[config.mk]
export PLATFORM = sky130hd
export DESIGN_NAME = wb_write_arbiter_flat
export DESIGN_NICKNAME = d
export VERILOG_FILES = /design/src/rtl/wb_write_arbiter_if.sv /design/src/rtl/wb_write_arbiter.sv /design/src/flat_wrapper.sv
export SDC_FILE = /design/constraint.sdc
export NUM_CORES = 1
export LEC_CHECK = 0
export CAP_MARGIN = 30
export CORE_UTILIZATION = 35
export CTS_CLUSTER_DIAMETER = 50
export DETAILED_ROUTE_END_ITERATION = 12
export HOLD_SLACK_MARGIN = 0.06
export PLACE_DENSITY = 0.63
export SYNTH_ARGS = -nofsm -noshare
export SYNTH_HDL_FRONTEND = slang
export SYNTH_SLANG_ARGS = --single-unit
[constraint.sdc]
create_clock -name clk -period 2.2 [get_ports clk]
set_input_delay 0.22 -clock clk [delete_from_list [all_inputs] [get_ports clk]]
set_output_delay 0.22 -clock clk [all_outputs]
set_load 0.005 [all_outputs]
[src/rtl/wb_write_arbiter_if.sv]
// rtl/wb_write_arbiter_if.sv - write-port arbiter bus: pipeline writeback, long-latency stream, regfile port
interface wb_write_arbiter_if #(
    parameter int WORD_LEN = 32,
    parameter int ADDR_LEN = 5,
    parameter int DEPTH    = 4
);
    localparam int CNT_W = $clog2(DEPTH) + 1;

    logic                     wbEn;
    logic [ADDR_LEN-1:0]      wbDest;
    logic [WORD_LEN-1:0]      wbVal;
    logic                     lvValid;
    logic [ADDR_LEN-1:0]      lvDest;
    logic [WORD_LEN-1:0]      lvVal;
    logic                     lvReady;
    logic                     writeEn;
    logic [ADDR_LEN-1:0]      dest;
    logic [WORD_LEN-1:0]      writeVal;
    logic [(2**ADDR_LEN)-1:0] pendMask;
    logic [CNT_W-1:0]         qCount;
    logic                     wbHold;

    modport master (
        output wbEn, wbDest, wbVal, lvValid, lvDest, lvVal,
        input  lvReady, writeEn, dest, writeVal, pendMask, qCount, wbHold
    );

    modport slave (
        input  wbEn, wbDest, wbVal, lvValid, lvDest, lvVal,
        output lvReady, writeEn, dest, writeVal, pendMask, qCount, wbHold
    );
endinterface

[src/rtl/wb_write_arbiter.sv]
// rtl/wb_write_arbiter.sv - regfile write-port arbiter with long-latency FIFO; optional WB_STARVE_GUARD_EN
module wb_write_arbiter #(
    parameter int WORD_LEN     = 32,
    parameter int ADDR_LEN     = 5,
    parameter int DEPTH        = 4,
    parameter int STARVE_LIMIT = 8
) (
    input  logic                 clk,
    input  logic                 rst,
    wb_write_arbiter_if.slave    bus
);
    localparam int PTR_W  = $clog2(DEPTH);
    localparam int CNT_W  = PTR_W + 1;
    localparam int NREG   = 2 ** ADDR_LEN;

    if (DEPTH < 2 || (DEPTH & (DEPTH - 1)) != 0 || STARVE_LIMIT < 2) begin : g_param_check
        $error("wb_write_arbiter: DEPTH must be a power of two >= 2 and STARVE_LIMIT >= 2");
    end

    logic [ADDR_LEN-1:0] dest_mem_q [DEPTH];
    logic [WORD_LEN-1:0] val_mem_q  [DEPTH];
    logic [PTR_W-1:0]    rd_ptr_q, rd_ptr_d;
    logic [PTR_W-1:0]    wr_ptr_q, wr_ptr_d;
    logic [CNT_W-1:0]    count_q, count_d;
    logic [NREG-1:0]     pend_mask;

    logic wb_eff;
    logic fifo_empty;
    logic lv_ready;
    logic push;
    logic pop;

    assign wb_eff     = bus.wbEn && (bus.wbDest != '0);
    assign fifo_empty = (count_q == '0);
    assign lv_ready   = rst && (count_q < CNT_W'(DEPTH));
    // lvDest == 0 still completes the handshake but never occupies a slot
    assign push       = bus.lvValid && lv_ready && (bus.lvDest != '0);
    assign pop        = rst && !wb_eff && !fifo_empty;

    always_comb begin
        bus.writeEn  = 1'b0;
        bus.dest     = '0;
        bus.writeVal = '0;
        if (rst) begin
            if (wb_eff) begin
                bus.writeEn  = 1'b1;
                bus.dest     = bus.wbDest;
                bus.writeVal = bus.wbVal;
            end else if (!fifo_empty) begin
                bus.writeEn  = 1'b1;
                bus.dest     = dest_mem_q[rd_ptr_q];
                bus.writeVal = val_mem_q[rd_ptr_q];
            end
        end
    end

    always_comb begin
        rd_ptr_d = rd_ptr_q;
        wr_ptr_d = wr_ptr_q;
        count_d  = count_q;
        if (push) begin
            wr_ptr_d = wr_ptr_q + PTR_W'(1);
        end
        if (pop) begin
            rd_ptr_d = rd_ptr_q + PTR_W'(1);
        end
        if (push && !pop) begin
            count_d = count_q + CNT_W'(1);
        end else if (pop && !push) begin
            count_d = count_q - CNT_W'(1);
        end
    end

    // An entry is live when its distance from the read pointer is below the occupancy
    always_comb begin
        logic [PTR_W-1:0] offset;
        pend_mask = '0;
        for (int i = 0; i < DEPTH; i++) begin
            offset = PTR_W'(i) - rd_ptr_q;
            if (CNT_W'(offset) < count_q) begin
                pend_mask[dest_mem_q[i]] = 1'b1;
            end
        end
    end

    always_ff @(posedge clk or negedge rst) begin
        if (!rst) begin
            rd_ptr_q <= '0;
            wr_ptr_q <= '0;
            count_q  <= '0;
        end else begin
            rd_ptr_q <= rd_ptr_d;
            wr_ptr_q <= wr_ptr_d;
            count_q  <= count_d;
        end
    end

    always_ff @(posedge clk) begin
        if (push) begin
            dest_mem_q[wr_ptr_q] <= bus.lvDest;
            val_mem_q[wr_ptr_q]  <= bus.lvVal;
        end
    end

    assign bus.lvReady  = lv_ready;
    assign bus.qCount   = count_q;
    assign bus.pendMask = pend_mask;

`ifdef WB_STARVE_GUARD_EN
    localparam int SW = $clog2(STARVE_LIMIT) + 1;

    logic [SW-1:0] starve_q, starve_d;
    logic          hold_q, hold_d;

    // Hold fires on the blocked cycle that finds the counter already at the limit
    always_comb begin
        starve_d = '0;
        hold_d   = 1'b0;
        if (!fifo_empty && wb_eff) begin
            if (starve_q == SW'(STARVE_LIMIT - 1)) begin
                hold_d = 1'b1;
            end else begin
                starve_d = starve_q + SW'(1);
            end
        end
    end

    always_ff @(posedge clk or negedge rst) begin
        if (!rst) begin
            starve_q <= '0;
            hold_q   <= 1'b0;
        end else begin
            starve_q <= starve_d;
            hold_q   <= hold_d;
        end
    end

    assign bus.wbHold = hold_q;
`else
    assign bus.wbHold = 1'b0;
`endif
endmodule

[src/flat_wrapper.sv]
// flat-port wrapper written by rule: the top's interface ports become plain ports
module wb_write_arbiter_flat 
#(
    parameter int WORD_LEN     = 32,
    parameter int ADDR_LEN     = 5,
    parameter int DEPTH        = 4,
    parameter int STARVE_LIMIT = 8
)
  (clk, rst, bus_wbEn, bus_wbDest, bus_wbVal, bus_lvValid, bus_lvDest, bus_lvVal, bus_lvReady, bus_writeEn, bus_dest, bus_writeVal, bus_pendMask, bus_qCount, bus_wbHold);
  wb_write_arbiter_if #(.WORD_LEN(WORD_LEN), .ADDR_LEN(ADDR_LEN), .DEPTH(DEPTH)) bus_i ();
  input  logic clk;
  input  logic rst;
  input wire logic [$bits(bus_i.wbEn)-1:0] bus_wbEn;
  input wire logic [$bits(bus_i.wbDest)-1:0] bus_wbDest;
  input wire logic [$bits(bus_i.wbVal)-1:0] bus_wbVal;
  input wire logic [$bits(bus_i.lvValid)-1:0] bus_lvValid;
  input wire logic [$bits(bus_i.lvDest)-1:0] bus_lvDest;
  input wire logic [$bits(bus_i.lvVal)-1:0] bus_lvVal;
  output wire logic [$bits(bus_i.lvReady)-1:0] bus_lvReady;
  output wire logic [$bits(bus_i.writeEn)-1:0] bus_writeEn;
  output wire logic [$bits(bus_i.dest)-1:0] bus_dest;
  output wire logic [$bits(bus_i.writeVal)-1:0] bus_writeVal;
  output wire logic [$bits(bus_i.pendMask)-1:0] bus_pendMask;
  output wire logic [$bits(bus_i.qCount)-1:0] bus_qCount;
  output wire logic [$bits(bus_i.wbHold)-1:0] bus_wbHold;
  assign bus_i.wbEn = bus_wbEn;
  assign bus_i.wbDest = bus_wbDest;
  assign bus_i.wbVal = bus_wbVal;
  assign bus_i.lvValid = bus_lvValid;
  assign bus_i.lvDest = bus_lvDest;
  assign bus_i.lvVal = bus_lvVal;
  assign bus_lvReady = bus_i.lvReady;
  assign bus_writeEn = bus_i.writeEn;
  assign bus_dest = bus_i.dest;
  assign bus_writeVal = bus_i.writeVal;
  assign bus_pendMask = bus_i.pendMask;
  assign bus_qCount = bus_i.qCount;
  assign bus_wbHold = bus_i.wbHold;
  wb_write_arbiter #(.WORD_LEN(WORD_LEN), .ADDR_LEN(ADDR_LEN), .DEPTH(DEPTH), .STARVE_LIMIT(STARVE_LIMIT)) u_core (.clk(clk), .rst(rst), .bus(bus_i));
endmodule
==> results.sh <==
export IMPL_ys_warn_count=0
export IMPL_power_density_nw_per_um2=1070
export IMPL_finalPower_mw=12.5
export IMPL_antenna_left=0
export IMPL_crit_fanout=4
export IMPL_clk_path_buf_depth=2
export IMPL_required_ns=1.98
export IMPL_ctsHoldBuffers=0
export IMPL_io_pins=153
export IMPL_die_w_um=149
export IMPL_synth_seq_area_share_pct=61.3
export IMPL_clock_skew_ns=0.0102
export IMPL_cts_sinks=155
export IMPL_synth_top_area_cell="edfxtp_1"
export IMPL_vias_per_cell=5.60
export IMPL_crit_type="reg2out"
export IMPL_fin_crit_ns=2.67
export IMPL_drc_errors=0
export IMPL_dpl_hpwl_um=16000
export IMPL_ys_ff_latch=155
export IMPL_fillers=1709
export IMPL_grt_usage_pct=22.8
export IMPL_drv_slew=0
export IMPL_top_layer="met5"
export IMPL_drt_met1_wl_um=10400
export IMPL_drt_initial_drc_count=438
export IMPL_syn_inst=479
export IMPL_start_util_pct=35.8
export IMPL_finalSetupViolCount=71
export IMPL_dr_wl_met2_um=13100
export IMPL_instances_no_fill=1062
export IMPL_async_flop_share_pct=4.52
export IMPL_fin_tns_setup_ns=-20.87
export IMPL_vias=5948
export IMPL_fin_crit_sh_pct=122
export IMPL_rsz0062_at_grt="yes"
export IMPL_synth_edf_count=148
export IMPL_n_antenna_cell=0
export IMPL_cts_root_buf="clkbuf_16"
export IMPL_violations="setup timing"
export IMPL_place_inst=952
export IMPL_hold_path_class="in2async"
export IMPL_synth_nets=567
export IMPL_syn_area_sq_um=7540
export IMPL_port_buffers=151
export IMPL_clk_latency_ns=0.42
export IMPL_dr_wl_met3_um=1540
export IMPL_antenna_found_initial=2
export IMPL_leakage_nw=4.33
export IMPL_hold_violations=0
export IMPL_syn_avg_cell_area_sq_um=15.7
export IMPL_area_delta_synth_final_pct=54.5
export IMPL_grt_pass1_wl_um=36700
export IMPL_gp_congestion=0.916
export IMPL_wirelength_um=25600
export IMPL_worst_pin_slew_ns=0.640
export IMPL_ys_types=51
export IMPL_yosys_top_cells_area="edfxtp_1 (59%), mux4_2 (11%), a22o_1 (4.2%)"
export IMPL_maxCapViolations=0
export IMPL_avgRoutedWirePerCell_um=24.1
export IMPL_max_vdd_ir_drop_mv=0.559
export IMPL_drive_gt1_share_pct=47.5
export IMPL_synth_top_area_share_pct=58.9
export IMPL_dieArea_sq_um=22100
export IMPL_status="finished, violations left"
export IMPL_grt_pass1_vias=6156
export IMPL_grt_max_degree=27
export IMPL_fp_dieH_um=149
export IMPL_ys_flop_type="edfxtp_1"
export IMPL_cts_tree="built"
export IMPL_cts_htree_levels=4
export IMPL_start_kind="register"
export IMPL_core_sq_um=21100
export IMPL_drt_first_pass_iters=5
export IMPL_cts_buffers_inserted=17
export IMPL_globalRouteOverflowTotal=0
export IMPL_crit_arrival_ns=2.45
export IMPL_slew_limit_headroom_pct=57.2
export IMPL_clkTransAtPathRegs_ns=0.06
export IMPL_final_nets=862
export IMPL_fmax_mhz=374
export IMPL_row_count=53
export IMPL_endpoint_kind="output pin"
export IMPL_layout_setup_ws_ns=-0.475
-- registers in the layout (all words and copies together), names as in the netlist --
| name | count |
|---|---|
| u_core.val_mem_q | 128 |
| u_core.bus.qCount | 3 |
| u_core.wr_ptr_q | 2 |
| u_core.rd_ptr_q | 2 |
| u_core.dest_mem_q | 20 |
-- through the flow --
| stage | util [%] | worst slack [ns] | hold slack [ns] | area (sq um) |
|---|---|---|---|---|
| after CTS | 53.1 | -0.526 | 0.234 | 11200 |
| after floorplan | - | -0.0631 | -0.0756 | 7610 |
| after global routing | 55.3 | -0.603 | 0.256 | 11700 |
| final | 55.3 | -0.475 | 0.271 | 11700 |
| after detailed placement | 47.2 | -0.696 | 0.593 | 9940 |
| after global placement | 47.2 | -0.648 | 0.547 | 9940 |
-- cell usage after synthesis, types with 4 or more instances --
cell type	count
clkbuf_1	7
or2_2	6
a22o_1	36
o211ai_1	4
edfxtp_1	148
nor4_1	4
mux4_2	37
ha_1	9
and2_1	10
o2111a_1	5
nor2b_1	18
a221o_1	14
inv_1	13
a22oi_1	8
buf_2	12
o2111ai_1	13
a211o_1	5
o22ai_1	13
xnor2_1	4
nand2b_1	18
dfrtp_1	7
nor2_1	18
nand2_1	11
o221ai_1	12
-- per-layer routing --
| layer | track usage [%] | vias up |
|---|---|---|
| met5 | 0 | - |
| met4 | 8.06 | 2 |
| met3 | 4.28 | 43 |
| met2 | 38.1 | 270 |
| met1 | 29.7 | 3008 |
| li1 | - | 2625 |
-- layout make-up --
class,instances,area [sq um],area share (%)
inverters,13,53.8,0.462
well taps,275,344,2.95
clock buffers,17,425,3.65
flip-flops and latches,155,4620,39.7
multi-input cells,286,3200,27.5
repair buffers,301,2830,24.3
clock inverters,15,171,1.47
-- critical path: stages (launching register included) --
cell and delay, ns:
dfrtp_2 0.43, buf_6 0.13, inv_4 0.05, ha_4 0.22, a211o_1 0.28, nand4_1 0.26
buf_4 0.17, o22ai_2 0.08, a211o_1 0.27, buf_2 0.12
-- final timing paths --
path | startpoint | end | slack, ns | cells past startpoint
min in group clk | bus_lvVal[21] | u_core.val_mem_q[0][21] | 0.43 | 1
worst min-delay path | rst | u_core.wr_ptr_q[1] | 0.27 | 2
worst max register to register | u_core.bus.qCount[2] | u_core.bus.qCount[2] | -0.27 | 12
worst min register to register | u_core.bus.qCount[0] | u_core.bus.qCount[0] | 0.61 | 2
worst max-delay path | u_core.rd_ptr_q[1] | bus_pendMask[29] | -0.47 | 9
max in group asynchronous | rst | u_core.rd_ptr_q[0] | 1.76 | 2
-- cell families (layout without fill, tap and decap cells) --
family	after synthesis	after routing	share of synthesized area (%)
other cells	1	1	0.0497
xor+xnor	7	7	0.813
fa+ha+maj	10	10	1.76
buf+inv	39	346	2.54
flops	155	155	61.3
compound gates	129	129	14.8
simple gates	99	100	7.42
mux	39	39	11.4
-- what timing repair did --
action	CTS	global route
resized for setup	387	39
setup endpoints to repair	72	197
buffers inserted	49	25
cloned	6	12
hold endpoints to repair	0	0
pin swaps	74	34
-- power breakdown --
part / internal [mW] / switching, mW
logic: 3.14 / 2.72
registers: 3.55 / 0.149
clock network: 1.78 / 1.17
total: 8.47 / 4.03
-- layout by cell type, fill, tap and decap left out, types with 11 or more instances in the layout --
cell type,count
mux4_2,37
buf_4,88
edfxtp_1,148
clkdlybuf4s50_1,76
o221ai_2,11
nand2b_1,14
clkbuf_16,26
buf_6,37
nor2b_1,16
buf_2,66
o22ai_1,11
a221o_1,14
a22o_1,36
nor2_1,14
buf_12,13
Note: power is estimated with default switching activity, not from simulation.
